[src/rtl/shift_register_pkg.sv]
// shift_register_pkg: shared mode and sequencer state types for the scan-chain register
package shift_register_pkg;
  typedef enum logic [1:0] {
    MODE_LOAD = 2'd0,
    MODE_SHL  = 2'd1,
    MODE_SHR  = 2'd2,
    MODE_ROL  = 2'd3
  } mode_t;
  typedef enum logic [1:0] {
    ST_IDLE  = 2'd0,
    ST_SHIFT = 2'd1,
    ST_DONE  = 2'd2
  } state_t;
endpackage

[src/rtl/shift_register_scan_chain_scan_lane.sv]
// scan_lane: one LEN-bit scan lane with serial shift path, parallel-next load and MSB tap
module scan_lane #(
  parameter int LEN = 8
) (
  input  logic           clk,
  input  logic           rst,
  input  logic           shift,
  input  logic           load,
  input  logic           scan_in,
  input  logic [LEN-1:0] par_in,
  output logic [LEN-1:0] q,
  output logic           msb
);
  logic [LEN-1:0] shifted;
  if (LEN == 1) begin : g_one
    assign shifted = scan_in;
  end else begin : g_many
    assign shifted = {q[LEN-2:0], scan_in};
  end
  // lane shift wins over the functional next value; otherwise hold
  always_ff @(posedge clk or posedge rst)
    if (rst) q <= '0;
    else if (shift) q <= shifted;
    else if (load) q <= par_in;
  assign msb = q[LEN-1];
endmodule

[src/rtl/shift_register_scan_chain.sv]
// shift_register_scan_chain: shift register with load/shift/rotate modes and a sequenced multi-lane scan chain
module shift_register_scan_chain
  import shift_register_pkg::*;
#(
  parameter int WIDTH = 8,
  parameter int LANES = 1
) (
  input  logic             clk,
  input  logic             rst,
  input  logic             enable,
  input  logic [1:0]       mode,
  input  logic [WIDTH-1:0] data_in,
  input  logic             serial_in,
  output logic [WIDTH-1:0] data_out,
  input  logic             scan_enable,
  input  logic             scan_start,
  input  logic [LANES-1:0] scan_in,
  output logic [LANES-1:0] scan_out,
  output logic             scan_busy,
  output logic             scan_done
);
  localparam int LANE_LEN = WIDTH / LANES;
  localparam int CW = $clog2(LANE_LEN) + 1;
  if (WIDTH < 2 || WIDTH % LANES != 0) begin : g_bad_params
    $error("shift_register_scan_chain: WIDTH must be >= 2 and a multiple of LANES");
  end
  state_t state, state_next;
  logic [CW-1:0] count;
  logic [WIDTH-1:0] func_next;
  logic free, lane_shift, lane_load;
  mode_t md;
  assign md = mode_t'(mode);
  // IDLE without a start request is the only state where manual scan and functional modes act
  assign free = state == ST_IDLE && !scan_start;
  assign lane_shift = state == ST_SHIFT || (free && scan_enable);
  assign lane_load = free && !scan_enable && enable;
  // functional next value selected by mode
  always_comb
    func_next = md == MODE_LOAD ? data_in :
                md == MODE_SHL  ? {data_out[WIDTH-2:0], serial_in} :
                md == MODE_SHR  ? {serial_in, data_out[WIDTH-1:1]} :
                                  {data_out[WIDTH-2:0], data_out[WIDTH-1]};
  // sequencer state register
  always_ff @(posedge clk or posedge rst)
    if (rst) state <= ST_IDLE;
    else state <= state_next;
  // sequencer next state; DONE and any stray encoding return to IDLE
  always_comb
    state_next = state == ST_IDLE  ? (scan_start ? ST_SHIFT : ST_IDLE) :
                 state == ST_SHIFT ? (count == CW'(LANE_LEN - 1) ? ST_DONE : ST_SHIFT) :
                                     ST_IDLE;
  // shift counter: cleared on start, counts each automatic shift
  always_ff @(posedge clk or posedge rst)
    if (rst) count <= '0;
    else if (state == ST_IDLE && scan_start) count <= '0;
    else if (state == ST_SHIFT) count <= count + CW'(1);
  assign scan_busy = state == ST_SHIFT;
  assign scan_done = state == ST_DONE;
  for (genvar i = 0; i < LANES; i++) begin : g_lane
    scan_lane #(.LEN(LANE_LEN)) u_lane (
      .clk     (clk),
      .rst     (rst),
      .shift   (lane_shift),
      .load    (lane_load),
      .scan_in (scan_in[i]),
      .par_in  (func_next[i*LANE_LEN +: LANE_LEN]),
      .q       (data_out[i*LANE_LEN +: LANE_LEN]),
      .msb     (scan_out[i])
    );
  end
endmodule

[config.mk]
export PLATFORM = sky130hd
export DESIGN_NAME = shift_register_scan_chain
export DESIGN_NICKNAME = d
export VERILOG_FILES = /design/src/rtl/shift_register_pkg.sv /design/src/rtl/shift_register_scan_chain_scan_lane.sv /design/src/rtl/shift_register_scan_chain.sv
export SDC_FILE = /design/constraint.sdc
export NUM_CORES = 1
export LEC_CHECK = 0
export BUFFER_PORTS_ARGS = -buffer_cell sky130_fd_sc_hd__clkbuf_2
export CORE_AREA = 2 2 43 45
export CTS_BUF_LIST = sky130_fd_sc_hd__clkbuf_2
export CTS_CLUSTER_SIZE = 20
export DETAILED_ROUTE_END_ITERATION = 10
export DIE_AREA = 0 0 45 47
export PLACE_DENSITY = 0.81
export SETUP_SLACK_MARGIN = 0.3
export SLEW_MARGIN = 15
export SYNTH_ARGS = -nofsm -noshare
export SYNTH_HDL_FRONTEND = slang
export SYNTH_SLANG_ARGS = --single-unit
[constraint.sdc]
create_clock -name clk -period 3.3 [get_ports clk]
set_input_delay 0.165 -clock clk [delete_from_list [all_inputs] [get_ports clk]]
set_output_delay 0.165 -clock clk [all_outputs]
set_load 0.01 [all_outputs]
==> flow_summary.ini, run 1 <==
[worst_setup_path]
cp_slowest_cell = dfrtp_1
cp_slowest_stage_delay_ns = 0.51
path_max_fanout = 8
start_kind = flop
required_ns = 3.13
ff2ff_setup_slack_ns = 1.85
path_buf_inv = 2
critPathTopFamily = flip-flops
crit_chain = or2b_2, inv_1, clkbuf_2
end_kind = output port
arrival_ns = 1.34
worst-setup-path-type = reg2out

[clock_tree]
cts_buffer_depth = 2
cts_buffers = 3
clock_sinks = 14
clk_latency_ns = 0.27
clockRootBuffer = clkbuf_2
cts_resized = 0
cts_max_level = 1
clkSlewWorstSetupHoldPaths_ns = 0.14
cts_tree = built

[power_and_ir_drop]
power.total_mw = 0.823
p_per_area_nw_per_um2 = 838
p_leak_nw = 0.464
vdd_drop_max_mv = 0.408

[logic_synthesis]
ys_ff_latch = 14
syn_nets = 99
synthAdderAreaFrac = 0.0148
synth_compound_area_frac = 0.151
yosysUniqueCellTypes = 26
yosysSeqAreaShare = 0.415
synth_xor_area_frac = 0
synth-main-ff-cell = dfrtp_1
synth_edf_count = 0
synth_mux_area_frac = 0.203
async_flop_share = 1.00
yosys.area_share.simple = 0.138
synth_top_family_by_area = multiplexers
synth.cell_area_um2 = 843
synthCells = 81
avgSynthCellArea_um2 = 10.4
ys.warnings.count = 0

[timing]
fmax_mhz = 663
slew_headroom = 0.635
finalCritPeriodShare = 0.457
min_period_ns = 1.51
setup_viol_count_final = 0
worstMarginPinSlew_ns = 0.547
slew_viol_final = 0
worst_slack_ns = 1.79
hold_violations = 0
timing.setup.tns_ns = 0
fin_worst_skew_ns = 0.00362
rsz0062_at_grt = no

[placed_design]
hpwl_um = 1300
gp_congestion = 0.783
io_buffer_count = 27
dpl_cell_area_um2 = 953
pre_cts_ws_ns = 1.84

[grt]
grt_overflow_total = 0
grtUsageTotal = 0.180
grt_max_degree = 17
grt_pass1_vias = 619
antenna_found_initial = 0
grt_pass1_wl_um = 2650

[routing]
vias_per_cell = 5.29
routedWlPerCell_um = 13.2
antenna_left = 0
drt_iter0_markers = 6
routed_wl_um = 1660
dr.pass1.iters = 4
drc = 0
vias = 666

[floorplanning]
rows = 15
io_pins = 28
die_x_um = 45
die_h_um = 47
dieArea_um2 = 2120
core_um2 = 1650
start_util = 0.511

[finish]
nNetsFinal = 128
drive_gt1_frac = 0.404
antenna_cells = 0
area_growth_pct = 16.5
fin_area_um2 = 982

[job]
cap_viol_max_count = 0

[outcome]
status = finished, final reports clean

[hold_path]
hold_path.class = in2reg
-- cell families after synthesis --
group | count (synthesis)
compound gates | 19
fa+ha+maj | 1
buf+inv | 9
mux | 15
simple gates | 23
flops | 14
-- final timing paths --
check | to | start | depth (start not counted)
min in group asynchronous | count[3] | rst | 3
worst min register to register | state[1] | count[3] | 1
max in group asynchronous | g_lane[0].u_lane.q[6] | rst | 3
worst min-delay path | g_lane[0].u_lane.q[0] | scan_in | 3
worst max-delay path | scan_busy | state[0] | 3
worst max register to register | g_lane[0].u_lane.q[7] | state[0] | 3
-- state kept, by name, summed over array words and instances (netlist names) --
register,cells
state,2
count,4
g_lane.u_lane.q,8
-- cell type report --
class                      instances  area [um^2]
clock buffer                       3         15.0
clock inverter                     1         3.75
sequential                        14          350
timing repair buffer              28          145
multi-input combinational         58          428
tap                               17         21.3
inverter                           5         18.8
fill                             155          669
-- worst min-delay path: cells and delay by family --
| family | cells | cell delay (ns) |
|---|---|---|
| buffers and inverters | 2 | 0.12 |
| AOI/OAI and AO/OA | 1 | 0.08 |
-- repair_timing --
| action | in CTS | in global routing |
|---|---|---|
| hold endpoints to repair | 14 | 0 |
| setup buffers | 0 | 0 |
| hold buffers | 1 | 0 |
| endpoints found under the setup margin | 0 | 0 |
-- power breakdown --
group / internal, mW / switching, mW
Combinational: 0.190 / 0.202
Clock: 0.0263 / 0.0551
Sequential: 0.256 / 0.0934
Total: 0.472 / 0.350
-- placed cells by master (no fill, tap or decap), drive strengths merged --
master	synthesis	final
nand3	1	1
a21oi	3	3
ha	1	1
nor3	4	4
o31ai	1	1
nand2b	1	1
a211o	1	1
clkbuf	2	30
dfrtp	14	14
dlygate4sd3	0	1
inv	5	5
nand2	12	12
o21bai	2	2
nor2	1	1
mux2	7	7
o211ai	1	1
and2b	1	1
clkinv	0	1
nand3b	1	1
mux4	1	1
mux2i	7	7
or2b	1	1
nor2b	1	1
o21ai	10	10
a22o	1	1
-- stage by stage --
stage          cells  hold slack (ns)  utilization
2_1_floorplan     81           0.0542            -
3_3_place_gp     121            0.210        0.577
3_5_place_dp     121            0.224        0.577
4_1_cts          126            0.115        0.595
5_1_grt          126            0.120        0.595
6_report         126            0.121        0.595
-- cells in the mapped netlist (2+ instances only) --
library cell / n / area, um^2
nor3_1: 4 / 20.0
dfrtp_1: 14 / 350
clkbuf_8: 2 / 27.5
o21bai_1: 2 / 15.0
mux2_2: 7 / 78.8
a21oi_1: 3 / 15.0
o21ai_1: 7 / 35.0
o21ai_0: 3 / 15.0
inv_1: 5 / 18.8
nand2_1: 12 / 45.0
mux2i_1: 7 / 70.1
-- per-layer routing --
metal,GRT usage,share of wire
met4,0.0882,0.0054
met3,0.0500,0.065
met1,0.214,0.45
met5,0,0
met2,0.300,0.48
Power figures use the tool's default switching activity.
==> inputs of run 2 (changes only) <==
CORE_AREA = 2 2 44 46   (was 2 2 43 45)
DIE_AREA = 0 0 46 48   (was 0 0 45 47)
PLACE_DENSITY = 0.78   (was 0.81)
clock period = 1.4 ns   (was 3.3 ns; I/O delays follow)
==> flow_summary.ini, run 2 (synthesized netlist as in run 1, its figures left out) <==
[outcome]
status = finished, final reports clean

[routing]
routed_wl_um = 1980
drc = 0
vias_per_cell = 5.45
routedWlPerCell_um = 14.6
antenna_left = 0
dr.pass1.iters = 4
drt_iter0_markers = 20
vias = 741

[clock_tree]
clockRootBuffer = clkbuf_2
cts_buffers = 3
cts_tree = built
cts_buffer_depth = 2
clkSlewWorstSetupHoldPaths_ns = 0.12
clock_sinks = 14
cts_max_level = 1
clk_latency_ns = 0.28

[floorplanning]
die_x_um = 46
io_pins = 28
die_h_um = 48
core_um2 = 1690
rows = 15
dieArea_um2 = 2210
start_util = 0.499

[grt]
grt_overflow_total = 0
grt_pass1_vias = 662
antenna_found_initial = 0
grt_pass1_wl_um = 3090
grtUsageTotal = 0.206
grt_max_degree = 15

[finish]
antenna_cells = 0
largest-register = g_lane.u_lane.q
final_common_cell = clkbuf_2
nNetsFinal = 139
reg.largest.list = g_lane.u_lane.q x8, count x4, state x2
area_growth_pct = 35.5
largest_register_ffs = 8
final_cell_mix = 28 x clkbuf_2, 12 x nand2_1, 12 x dfrtp_1
fillers = 124
drive_gt1_frac = 0.538
fin_area_um2 = 1140

[worst_setup_path]
required_ns = 1.56
arrival_ns = 1.46
worst-setup-path-type = reg2reg
start_kind = flop
path_max_fanout = 8
end_kind = flop

[timing]
worstMarginPinSlew_ns = 0.537
timing.setup.tns_ns = 0
hold_violations = 0
slew_viol_final = 0
slew_headroom = 0.642
min_period_ns = 1.30
finalCritPeriodShare = 0.930
setup_viol_count_final = 0
rsz0062_at_grt = yes
fmax_mhz = 768
fin_worst_skew_ns = 0.0129

[power_and_ir_drop]
p_per_area_nw_per_um2 = 2080
p_leak_nw = 0.537
switchingPower_mw = 0.979
vdd_drop_max_mv = 1.20
p_clk_frac = 0.078
power_frac_comb = 0.573
p_seq_frac = 0.349
power.internal_mw = 1.39
p_sw_frac = 0.412

[placed_design]
io_buffer_count = 27
dpl_cell_area_um2 = 981
gp_congestion = 0.793
hpwl_um = 1280

[job]
cap_viol_max_count = 0

[hold_path]
hold_path.class = in2reg
run 2: worst max-delay path, cell delays in order, from the launching register on:
cell,delay [ns]
dfrtp_2,0.49
nor3_2,0.29
a211o_4,0.20
nand3b_1,0.12
o211ai_1,0.09
run 2: routing by layer:
layer	GRT usage	wire length (um)	vias up
met2	0.294	935	27
met4	0.103	63	0
met5	0	0	-
met3	0.0566	104	8
met1	0.287	881	342
li1	-	-	364
run 2: cell type report:
| cell class | instances | area (um^2) | area share |
|---|---|---|---|
| Multi-Input combinational cell | 59 | 478 | 0.418 |
| Sequential cell | 14 | 353 | 0.309 |
| Timing Repair Buffer | 38 | 256 | 0.225 |
| Tap cell | 17 | 21.3 | 0.0186 |
| Inverter | 5 | 18.8 | 0.0164 |
| Clock buffer | 3 | 15.0 | 0.0131 |
run 2: repair_timing:
item,CTS,global route
gates cloned,1,0
buffers inserted,7,2
pin swaps,1,2
hold buffers,1,0
gates resized for setup,9,10
setup endpoints to repair,14,15
hold endpoints to repair,14,0
run 2: worst paths after layout:
kind	slack (ns)	depth (start not counted)	end	start
worst max register to register	0.1	4	g_lane[0].u_lane.q[0]	state[0]
worst min register to register	0.54	1	count[0]	count[0]
worst max-delay path	0.1	4	g_lane[0].u_lane.q[0]	state[0]
worst min-delay path	0.05	3	g_lane[0].u_lane.q[0]	scan_in
max in group asynchronous	0.66	3	state[1]	rst
min in group asynchronous	0.34	3	count[1]	rst
run 2: through the flow:
stage | utilization | hold slack [ns] | cells | power [mW] | setup slack [ns]
2_1_floorplan | - | -0.0408 | 81 | 1.54 | 0.0999
3_5_place_dp | 0.581 | 0.124 | 122 | 1.81 | 0.0288
3_3_place_gp | 0.581 | 0.113 | 122 | 1.77 | 0.0856
5_1_grt | 0.676 | 0.0564 | 136 | 2.56 | 0.0247
6_report | 0.676 | 0.0478 | 136 | 2.37 | 0.0974
4_1_cts | 0.644 | 0.0326 | 134 | 2.19 | 0.105
run 2: power by group through the flow:
stage | clock [mW] | sequential (mW) | combinational, mW
2_1_floorplan | 0 | 0.816 | 0.727
3_3_place_gp | 0 | 0.815 | 0.957
3_5_place_dp | 0 | 0.823 | 0.992
4_1_cts | 0.192 | 0.815 | 1.18
5_1_grt | 0.207 | 0.863 | 1.49
6_report | 0.185 | 0.829 | 1.36
==> inputs of run 3 (changes only) <==
CORE_AREA = 2 2 47 49   (was 2 2 44 46)
DIE_AREA = 0 0 49 51   (was 0 0 46 48)
PLACE_DENSITY = 0.69   (was 0.78)
==> flow_summary.ini, run 3 (synthesized netlist as in run 1, its figures left out) <==
[outcome]
status = finished, final reports clean

[finish]
final_common_cell = clkbuf_2
drive_gt1_frac = 0.590
postLayoutCoreUtil = 0.588
largest-register = g_lane.u_lane.q
nNetsFinal = 141
antenna_cells = 0
area_growth_pct = 43.9
reg.largest.list = g_lane.u_lane.q x8, count x4, state x2
final_cell_mix = 29 x clkbuf_2, 12 x nand2_1, 12 x dfrtp_1
largest_register_ffs = 8
fillers = 182

[worst_setup_path]
path_buf_inv = 2
path_max_fanout = 8
ff2ff_setup_slack_ns = 0.10
rr_startpoint = state[0]
required_ns = 1.33
crit_chain = or2b_4, inv_2, buf_6
r2r_end = g_lane[0].u_lane.q[6]
cp_slowest_stage_delay_ns = 0.51
end_kind = output port
cp_slowest_cell = dfrtp_2
r2r_cells = 4
worst-setup-path-type = reg2out
critPathTopFamily = flip-flops
arrival_ns = 1.25
start_kind = flop

[placed_design]
io_buffer_count = 27
gp_congestion = 0.741
pre_cts_ws_ns = 0.0115
hpwl_um = 1290

[clock_tree]
clkSlewWorstSetupHoldPaths_ns = 0.14
cts_buffers = 3
cts_max_level = 1
cts_tree = built
cts_buffer_depth = 2
clk_latency_ns = 0.27
clock_sinks = 14
clockRootBuffer = clkbuf_2

[timing]
timing.setup.tns_ns = 0
fmax_mhz = 757
rsz0062_at_grt = yes
slew_headroom = 0.644
hold_violations = 0
worst_slack_ns = 0.0787
setup_viol_count_final = 0
slew_viol_final = 0
min_period_ns = 1.32
finalCritPeriodShare = 0.944
fin_worst_skew_ns = 0.00659
worstMarginPinSlew_ns = 0.533

[grt]
antenna_found_initial = 0
grtUsageTotal = 0.160
grt_pass1_vias = 680
grt_max_degree = 15
grt_pass1_wl_um = 3030
grt_overflow_total = 0

[hold_path]
hold_depth = 3
hold-path-endpoint = g_lane[0].u_lane.q[0]
hold_path.class = in2reg
hp-start = scan_in

[routing]
vias_per_cell = 5.18
drc = 0
dr.pass1.iters = 4
antenna_left = 0
routed_wl_um = 2100
drt_iter0_markers = 18
vias = 777
routedWlPerCell_um = 14.0

[power_and_ir_drop]
p_per_area_nw_per_um2 = 2060
p_leak_nw = 0.553
vdd_drop_max_mv = 1.17
power.total_mw = 2.50

[floorplanning]
die_x_um = 49
io_pins = 28
core_um2 = 2060
dieArea_um2 = 2500
start_util = 0.409
rows = 17
die_h_um = 51

[job]
cap_viol_max_count = 0
-- run 3: changes by cell type in the layout (fill, tap and decap cells not counted), sizes merged --
| cell | previous run | this run |
|---|---|---|
| buf | 12 | 13 |
| clkbuf | 28 | 29 |
| clkinv | 0 | 1 |
-- run 3: tightest hold or removal path, stage by stage --
cell      delay, ns
clkbuf_2       0.08
inv_1          0.05
o211ai_1       0.09
-- run 3: worst max-delay path by stage --
stage,cells after the start,slack [ns],start,to
2_1_floorplan,4,0.1,state[0],g_lane[0].u_lane.q[1]
3_3_place_gp,4,0.09,state[0],g_lane[0].u_lane.q[0]
3_5_place_dp,4,0.01,state[0],g_lane[0].u_lane.q[0]
4_1_cts,3,0.1,state[0],scan_busy
5_1_grt,6,0.02,state[1],g_lane[0].u_lane.q[6]
6_report,3,0.08,state[0],scan_busy
-- run 3: metal layers --
metal	vias up	track usage	part of all wire
li1	375	-	-
met5	-	0	0
met1	371	0.204	0.45
met2	27	0.269	0.48
met4	0	0.0714	0.011
met3	4	0.0234	0.056
-- run 3: repair_timing --
action                     in CTS  in global routing
setup endpoints to repair      15                 15
gates resized for setup        12                 18
pin swaps                       3                  9
buffers inserted                7                  3
hold buffers                    1                  0
cloned                          1                  0
hold endpoints to repair       14                  0
-- run 3: final cells by class --
type | instances | area (um^2) | share of cell area
Sequential cell | 14 | 353 | 0.291
Inverter | 5 | 18.8 | 0.0155
Clock inverter | 1 | 3.75 | 0.00309
Tap cell | 28 | 35.0 | 0.0289
Timing Repair Buffer | 40 | 277 | 0.228
Multi-Input combinational cell | 59 | 512 | 0.422
Clock buffer | 3 | 15.0 | 0.0124
-- run 3: per-stage QoR --
step / area [um^2] / hold slack (ns) / instances
5_1_grt: 1210 / 0.0576 / 150
4_1_cts: 1130 / 0.0488 / 147
3_3_place_gp: 1000 / 0.124 / 134
3_5_place_dp: 1000 / 0.118 / 134
6_report: 1210 / 0.0415 / 150
2_1_floorplan: 851 / -0.0408 / 81
-- run 3: where the power goes --
group / total, mW / internal, mW / switching (mW)
logic: 1.45 / 0.783 / 0.664
registers: 0.854 / 0.606 / 0.248
clock network: 0.193 / 0.0621 / 0.131
total: 2.50 / 1.45 / 1.04
